**src/rtl/adc_sched_pkg.sv**
```systemverilog
// ============================================================================
// adc_sched_pkg : shared types and defaults for the ADC scan scheduler
// Rev 1.0
// ============================================================================
`default_nettype none

package adc_sched_pkg;

   localparam logic [1:0] ST_IDLE  = 2'd0;
   localparam logic [1:0] ST_START = 2'd1;
   localparam logic [1:0] ST_WAIT  = 2'd2;

   typedef enum logic [1:0] {
      IDLE  = ST_IDLE,
      START = ST_START,
      WAIT  = ST_WAIT
   } state_t;

   localparam int NUM_CH_DEF  = 4;
   localparam int CH_W_DEF    = 2;
   localparam int DATA_W_DEF  = 12;
   localparam int TIMEOUT_DEF = 255;
   localparam int TMO_W       = 16;

endpackage

`default_nettype wire

```
**src/rtl/adc_scan_scheduler_ch_next_find.sv**
```systemverilog
// ============================================================================
// ch_next_find : lowest-set-bit priority encoder over a channel mask
// Rev 1.0
// ============================================================================
`default_nettype none

module ch_next_find
   import adc_sched_pkg::*;
#(
   parameter int NUM_CH = NUM_CH_DEF,
   parameter int CH_W   = CH_W_DEF
) (
   input  logic [NUM_CH-1:0] mask_i,
   output logic [CH_W-1:0]   idx_o,
   output logic              any_o
);

   // Scanning downward lets the lowest set bit be the last (winning) write.
   always_comb begin
      idx_o = '0;
      any_o = 1'b0;
      for (int i = NUM_CH - 1; i >= 0; i--) begin
         if (mask_i[i]) begin
            idx_o = CH_W'(i);
            any_o = 1'b1;
         end
      end
   end

endmodule

`default_nettype wire

```
**src/rtl/adc_scan_scheduler.sv**
```systemverilog
// ============================================================================
// adc_scan_scheduler : paces SPI ADC conversions across enabled channels
// Rev 1.0
// ============================================================================
`default_nettype none

module adc_scan_scheduler
   import adc_sched_pkg::*;
#(
   parameter int NUM_CH  = NUM_CH_DEF,
   parameter int CH_W    = CH_W_DEF,
   parameter int DATA_W  = DATA_W_DEF,
   parameter int TIMEOUT = TIMEOUT_DEF
) (
   input  logic              clk,
   input  logic              reset,
   input  logic              enable,
   input  logic [NUM_CH-1:0] ch_mask,
   input  logic              tick,
   output logic              spi_start,
   output logic [CH_W-1:0]   spi_ch,
   input  logic              spi_done,
   input  logic [DATA_W-1:0] spi_data,
   output logic              res_valid,
   output logic [CH_W-1:0]   res_ch,
   output logic [DATA_W-1:0] res_data,
   output logic              scan_done,
   output logic              timeout_err,
   output logic              overrun
);

   state_t              state_q, state_d;
   logic [CH_W-1:0]     cur_ch_q, cur_ch_d;
   logic [NUM_CH-1:0]   scan_mask_q, scan_mask_d;
   logic [TMO_W-1:0]    tmo_cnt_q, tmo_cnt_d;
   logic                spi_start_q, spi_start_d;
   logic [CH_W-1:0]     spi_ch_q, spi_ch_d;
   logic                res_valid_q, res_valid_d;
   logic [CH_W-1:0]     res_ch_q, res_ch_d;
   logic [DATA_W-1:0]   res_data_q, res_data_d;
   logic                scan_done_q, scan_done_d;
   logic                tmo_err_q, tmo_err_d;
   logic                overrun_q, overrun_d;

   logic [NUM_CH-1:0]   rem_mask;
   logic [NUM_CH-1:0]   enc_mask;
   logic [CH_W-1:0]     enc_idx;
   logic                enc_any;
   logic                tmo_hit;
   logic                conv_end;

   // One encoder serves both scan start (live mask) and advance (remaining bits).
   assign rem_mask = scan_mask_q & ~(NUM_CH'(1) << cur_ch_q);
   assign enc_mask = (state_q == IDLE) ? ch_mask : rem_mask;
   assign tmo_hit  = (tmo_cnt_q == TMO_W'(TIMEOUT));
   assign conv_end = spi_done || tmo_hit;

   ch_next_find #(
      .NUM_CH (NUM_CH),
      .CH_W   (CH_W)
   ) u_ch_next_find (
      .mask_i (enc_mask),
      .idx_o  (enc_idx),
      .any_o  (enc_any)
   );

   always_comb begin
      state_d     = state_q;
      cur_ch_d    = cur_ch_q;
      scan_mask_d = scan_mask_q;
      tmo_cnt_d   = tmo_cnt_q;
      spi_start_d = 1'b0;
      spi_ch_d    = spi_ch_q;
      res_valid_d = 1'b0;
      res_ch_d    = res_ch_q;
      res_data_d  = res_data_q;
      scan_done_d = 1'b0;
      tmo_err_d   = 1'b0;
      overrun_d   = tick && (state_q != IDLE);

      case (state_q)
         IDLE: begin
            if (tick && enable && enc_any) begin
               state_d     = START;
               scan_mask_d = ch_mask;
               cur_ch_d    = enc_idx;
               spi_start_d = 1'b1;
               spi_ch_d    = enc_idx;
            end
         end
         START: begin
            tmo_cnt_d = '0;
            state_d   = WAIT;
         end
         WAIT: begin
            if (conv_end) begin
               // spi_done takes priority over a coincident timeout.
               if (spi_done) begin
                  res_valid_d = 1'b1;
                  res_ch_d    = cur_ch_q;
                  res_data_d  = spi_data;
               end else begin
                  tmo_err_d = 1'b1;
               end
               scan_mask_d = rem_mask;
               if (enc_any && enable) begin
                  state_d     = START;
                  cur_ch_d    = enc_idx;
                  spi_start_d = 1'b1;
                  spi_ch_d    = enc_idx;
               end else begin
                  state_d     = IDLE;
                  scan_done_d = 1'b1;
               end
            end else begin
               tmo_cnt_d = tmo_cnt_q + TMO_W'(1);
            end
         end
         default: state_d = IDLE;
      endcase
   end

   always_ff @(posedge clk) begin
      if (reset) begin
         state_q     <= IDLE;
         cur_ch_q    <= '0;
         scan_mask_q <= '0;
         tmo_cnt_q   <= '0;
         spi_start_q <= 1'b0;
         spi_ch_q    <= '0;
         res_valid_q <= 1'b0;
         res_ch_q    <= '0;
         res_data_q  <= '0;
         scan_done_q <= 1'b0;
         tmo_err_q   <= 1'b0;
         overrun_q   <= 1'b0;
      end else begin
         state_q     <= state_d;
         cur_ch_q    <= cur_ch_d;
         scan_mask_q <= scan_mask_d;
         tmo_cnt_q   <= tmo_cnt_d;
         spi_start_q <= spi_start_d;
         spi_ch_q    <= spi_ch_d;
         res_valid_q <= res_valid_d;
         res_ch_q    <= res_ch_d;
         res_data_q  <= res_data_d;
         scan_done_q <= scan_done_d;
         tmo_err_q   <= tmo_err_d;
         overrun_q   <= overrun_d;
      end
   end

   assign spi_start   = spi_start_q;
   assign spi_ch      = spi_ch_q;
   assign res_valid   = res_valid_q;
   assign res_ch      = res_ch_q;
   assign res_data    = res_data_q;
   assign scan_done   = scan_done_q;
   assign timeout_err = tmo_err_q;
   assign overrun     = overrun_q;

endmodule

`default_nettype wire

```
**config.mk**
```make
export PLATFORM = sky130hd
export DESIGN_NAME = adc_scan_scheduler
export DESIGN_NICKNAME = d
export VERILOG_FILES = /design/src/rtl/adc_sched_pkg.sv /design/src/rtl/adc_scan_scheduler_ch_next_find.sv /design/src/rtl/adc_scan_scheduler.sv
export SDC_FILE = /design/constraint.sdc
export NUM_CORES = 1
export LEC_CHECK = 0
export ABC_AREA = 1
export CAP_MARGIN = 5
export CORE_MARGIN = 8
export CORE_UTILIZATION = 40
export CTS_CLUSTER_SIZE = 10
export DETAILED_ROUTE_END_ITERATION = 16
export HOLD_SLACK_MARGIN = 0.06
export PLACE_DENSITY = 0.63
export RECOVER_POWER = 100
export SYNTH_ARGS = -nofsm -noshare
export SYNTH_HDL_FRONTEND = slang
export SYNTH_HIERARCHICAL = 1
export SYNTH_SLANG_ARGS = --single-unit
export TNS_END_PERCENT = 1
```
**constraint.sdc**
```tcl
create_clock -name clk -period 2.8 [get_ports clk]
set_input_delay 0.42 -clock clk [delete_from_list [all_inputs] [get_ports clk]]
set_output_delay 0.42 -clock clk [all_outputs]
set_load 0.1 [all_outputs]
```
==> results of run 1 <==
[per-layer routing]
layer	wire, um	up-vias
met3	296	5
met1	2530	926
met5	0	-
met2	2440	46
li1	-	1096
met4	48	0
[worst max-delay path: stages, from the launching register on]
cell and delay, ps:
dfxtp_1 360, inv_1 60, nor2_1 600, nand3_4 320, nand2_1 530, inv_1 120, nor2_1 110, nor2_1 50
[report_power, final]
group	internal, mW	total, mW	switching (mW)
Combinational	0.0557	0.189	0.134
Clock	0.174	0.386	0.212
Sequential	0.624	0.633	0.00887
Total	0.854	1.21	0.354
[registers in the layout (all words and copies together) (netlist names), 2 cells and up]
register and count:
spi_ch 2, res_ch 2, scan_mask_q 4, res_data 12, tmo_cnt_q 16, state_q 2
[cell usage in the layout, fill, tap and decap left out, types with 2 or more instances in the layout]
master / instances
nor2_1: 47
nand3_1: 35
nand4_1: 4
clkdlybuf4s50_1: 19
buf_4: 2
a21oi_1: 39
xnor2_1: 2
inv_1: 32
dfxtp_1: 43
nand2_1: 76
o21ai_0: 15
clkbuf_8: 5
nor3_1: 5
clkbuf_1: 23
[worst paths after layout]
kind	slack, ps	startpoint	end
max	530	state_q[1]	tmo_cnt_q[0]
min	460	res_data[9]	res_data[9]
max reg2reg	530	state_q[1]	tmo_cnt_q[0]
min reg2reg	460	res_data[9]	res_data[9]
[cell families (layout without fill, tap and decap cells)]
group,count (synthesis),count (layout)
compound gates,55,55
xor+xnor,3,3
fa+ha+maj,1,1
buf+inv,44,85
flops,43,43
simple gates,171,171
[cell type report]
| type | instances | area (sq um) |
|---|---|---|
| clock buffer | 6 | 72.6 |
| clock inverter | 2 | 12.5 |
| fill | 565 | 2580 |
| inverter | 33 | 124 |
| multi-input combinational | 230 | 1040 |
| sequential | 43 | 861 |
| tap | 70 | 87.6 |
| timing repair buffer | 44 | 298 |
[per-stage QoR]
stage	hold slack, ps	std cells	utilization, %	power, mW
6_report	463	428	49.2	1.21
5_1_grt	484	428	49.2	1.27
4_1_cts	466	428	51.1	1.24
3_5_place_dp	454	420	49.4	0.846
3_3_place_gp	450	420	49.4	0.846
2_1_floorplan	427	317	-	0.783
==> summary.txt, run 1 <==
DR iter-0 viols: 65
Full die area: 7820 sq um
Mapped Cells: 317
Diodes inserted: 0
Dominant synthesized flop cell: dfxtp_1
Clock Latency Late Sink: 290 ps
M3 GR Usage: 4.55%
Clock tree buffer depth: 2
PwrDens: 484 nW/um^2
Initial core utilization: 41.4%
Adder-Cell Fraction of Synth Area: 0.596%
Largest net degree at the start of global routing: 21
Worst setup SP type: flip-flop
Crit end category: flip-flop
Xor/xnor share of the synthesized area: 1.25%
Largest cells by area after synthesis: dfxtp_1 (41%), nand2_1 (13%), a21oi_1 (9.3%)
CTS tree: yes
Synth Area per Inst: 6.62 sq um
Routability cong.: 0.869
Synth top area share: 41.0%
CTS Hold Bufs: 0
Setup TNS: 0 ps
Critical Path RT: 2990 ps
RSZ-0062 raised after global routing: no
CTS Sinks: 43
LEAKAGE: 0.933 nW
# Post-CTS Setup Buffers: 0
Total CTS buffers: 5
# port buffers: 41
Post-synthesis sequential area ratio: 41.0%
Layout area overhead: 18.9%
Vias in the first global route: 1999
TritonRoute pass-1 iters: 4
Final Hold Viols: 0
H-tree depth: 2
Max Cap Violations: 0
DIE WIDTH: 88.5 um
Residual DRC: 0
Multiplexer share of the synthesized area: 0%
Max Transition Viols Final: 0
FP Rows: 26
Post-synthesis cell area: 2100 sq um
Place WS: 525 ps
Syn_nets: 339
Total wire length: 5320 um
Slack of the critical path: 528 ps
CP Max Fanout: 18
Simple-gate share of the synthesized area: 35.2%
Drt wl/cell: 12.4 um
Chip height: 88.5 um
Nets: 379
Cell accounting for the most synthesized area: dfxtp_1
Asr flop ratio synth: 0%
EDFF count, synth: 0
M2 GR Usage: 23.6%
Routed Antenna Nets: 0
Vias per inst: 4.84
Core box area: 5070 sq um
Routed vias: 2073
VDD IR max: 0.281 mV
Worst Max-Slew Pin Slew: 1200 ps
Synth cell count leaders: nand2_1 (75), nor2_1 (46), dfxtp_1 (43)
Root Buffer: clkbuf_8
Fin crit period: 2270 ps
Clock slew at reported path FFs: 80 ps
Setup-failing EPs final: 0
Most frequent cell after synthesis: nand2_1
Top Ports: 42
Post-DP Area: 2510 sq um
Most used routing layer: met2
#FFs+latches synth: 43
FMAX: 0.440 GHz
Design area: 2500 sq um
Global routing usage on met1: 18.2%
Worst R2R Path Depth: 7
Setup Crit Path Kind: flip-flop to flip-flop
Layout cell share with drive strength beyond 1: 3.63%
Fin crit share: 81.1%
Largest family of logic cells by synthesized area: simple AND/OR/NAND/NOR gates
YS warnings: 6
Max Clock Skew: 6.98 ps
# resized after CTS: 0
Status: complete, no violations
Initial antenna violation count: 0
CP arrival: 2460 ps
Gr usage total: 14.7%
HP Class: flip-flop to flip-flop
Post-synthesis compound-gate area fraction: 13.3%
Global-route wire length before repair: 9180 um
Netlist cell types: 24
HPWL after DPL: 3950 um
Slew headroom: 20.0%
WHS Path Cells: 2
Remaining global-route overflow: 0
No activity file was read; power rests on OpenSTA's default activity.
==> inputs of run 2 (changes only) <==
==> constraint.sdc (replaced) <==
create_clock -name clk -period 2.2 [get_ports clk]
set_input_delay 0.33 -clock clk [delete_from_list [all_inputs] [get_ports clk]]
set_output_delay 0.33 -clock clk [all_outputs]
set_load 0.1 [all_outputs]
==> run 2 against run 1 <==
Against the previous run: die area is the same; combinational power grew 33%; final area grew 1.6%; flip-flop and latch count is the same; power grew 27%; sequential share of layout area shrank 0.43 points; setup slack lost 230 ps; clock skew shrank 3.2 ps; clock-buffer cell count shrank 1; first-iteration DRC count grew 15%; largest power group unchanged; wire length shrank 0.32%.
==> summary.txt, run 2 (synthesized netlist as in run 1, its figures left out) <==
Status: complete, no violations
Crit end category: flip-flop
Vias per inst: 4.85 (about the same)
Chip height: 88.5 um (unchanged)
PwrDens: 607 nW/um^2 (+25%)
Inst Count DP: 424 (+0.95%)
Diodes inserted: 0 (unchanged)
Worst Hold Launch: scan_mask_q[0]
Nets: 383 (+1.1%)
FMAX: 0.527 GHz (+20%)
Max reg flops: 16 (unchanged)
Routability cong.: 0.876 (+0.83%)
Non-Filler Instances: 432 (+0.93%)
Worst Setup SP: state_q[0]
Clock slew at reported path FFs: 80 ps (about the same)
Fin crit share: 86.3% (+5.2 points)
Max Cap Violations: 0 (unchanged)
Global-route wire length before repair: 9180 um (unchanged)
Top Ports: 42 (unchanged)
CTS tree: yes
CP arrival: 2080 ps (-380 ps)
Routed vias: 2094 (+1.0%)
Most common cell after layout, fill and taps aside: nand2_1
CP Max Fanout: 10 (-8)
Core box area: 5070 sq um (unchanged)
Setup-failing EPs final: 0 (unchanged)
Max Transition Viols Final: 0 (unchanged)
Initial core utilization: 41.4% (unchanged)
Register Area: 863 sq um (+0.29%)
H-tree depth: 2 (unchanged)
Total wire length: 5300 um (-0.32%)
Multi-input gate area: 1050 sq um (+0.60%)
Critical Path RT: 2380 ps (-610 ps)
RSZ-0062 raised after global routing: no
DR iter-0 viols: 75 (+15%)
Fillcell total: 539 (-4.6%)
Residual DRC: 0 (unchanged)
Setup TNS: 0 ps (unchanged)
Final Hold Viols: 0 (unchanged)
Root Buffer: clkbuf_8
CTS Sinks: 43 (unchanged)
Clock tree buffer depth: 2 (unchanged)
Worst setup SP type: flip-flop
Hold_ws: 463 ps (+0.267 ps)
# resized after CTS: 0 (unchanged)
HPWL after DPL: 3950 um (about the same)
Setup Crit Path Kind: flip-flop to flip-flop
Total CTS buffers: 5 (unchanged)
Critical R2R Launch: state_q[0]
Clock Latency Late Sink: 290 ps (about the same)
Drt wl/cell: 12.3 um (-1.2%)
VDD IR max: 0.405 mV (+44%)
# Post-CTS Setup Buffers: 0 (unchanged)
DIE WIDTH: 88.5 um (unchanged)
Fin crit period: 1900 ps (-373 ps)
Worst Max-Slew Pin Slew: 1200 ps (-3.75 ps)
Routed Antenna Nets: 0 (unchanged)
# port buffers: 41 (unchanged)
Most frequent cells in the layout: nand2_1 (76), nor2_1 (48), dfxtp_1 (41)
CTS Hold Bufs: 0 (unchanged)
Slew headroom: 20.3% (+0.25 points)
FP Rows: 26 (unchanged)
Initial antenna violation count: 0 (unchanged)
Max Clock Skew: 3.80 ps (-3.18 ps)
Remaining global-route overflow: 0 (unchanged)
Full die area: 7820 sq um (unchanged)
Vias in the first global route: 2044 (+2.3%)
Post-DP Area: 2540 sq um (+1.3%)
Largest Register: tmo_cnt_q
HP Class: flip-flop to flip-flop
LEAKAGE: 0.968 nW (+3.8%)
Design area: 2530 sq um (+1.6%)
Largest net degree at the start of global routing: 22 (+4.8%)
Gr usage total: 14.6% (-0.15 points)
TritonRoute pass-1 iters: 4 (unchanged)
Layout cell share with drive strength beyond 1: 6.35% (+2.7 points)
Layout area overhead: 20.7%
run 2: final timing paths:
kind | to | slack, ps | cells past startpoint
worst max-delay path | scan_mask_q[3] | 300 | 10
worst min-delay path | scan_mask_q[0] | 460 | 2
worst max register to register | scan_mask_q[3] | 300 | 10
worst min register to register | scan_mask_q[0] | 460 | 2
run 2: worst max-delay path, stage by stage, from the launching register on:
cell	delay [ps]
dfxtp_1	390
nor2_1	60
clkbuf_2	180
o21ai_0	340
nor2_1	70
nand2_1	90
nand3_1	90
a21oi_2	280
nand2_1	160
nand2_1	90
a21oi_1	60
run 2: routing by layer:
metal	share of wire, %	up-vias	wire, um	track usage (%)
met5	0	-	0	0
met4	0.68	0	36	3.23
met3	6.7	5	354	4.83
met2	47	45	2480	24.0
met1	46	937	2430	17.9
li1	-	1107	-	-
run 2: power by group:
| group | switching, mW | internal, mW | leakage (nW) |
|---|---|---|---|
| Sequential | 0.0116 | 0.795 | 0.349 |
| Combinational | 0.172 | 0.0783 | 0.572 |
| Clock | 0.265 | 0.217 | 0.0477 |
| Total | 0.449 | 1.09 | 0.968 |
run 2: final cells by class:
| cell class | instances | share of cell area [%] |
|---|---|---|
| multi-input combinational | 230 | 41.3 |
| sequential | 43 | 34.1 |
| clock inverter | 3 | 0.592 |
| inverter | 33 | 4.89 |
| timing repair buffer | 48 | 13.0 |
| tap | 70 | 3.46 |
| clock buffer | 5 | 2.71 |
run 2: stage by stage:
stage	setup WS [ps]	total power [mW]	utilization, %
2_1_floorplan	12.4	0.998	-
3_3_place_gp	131	1.09	50.1
3_5_place_dp	118	1.09	50.1
4_1_cts	173	1.57	51.7
5_1_grt	77.0	1.63	50.0
6_report	301	1.54	50.0
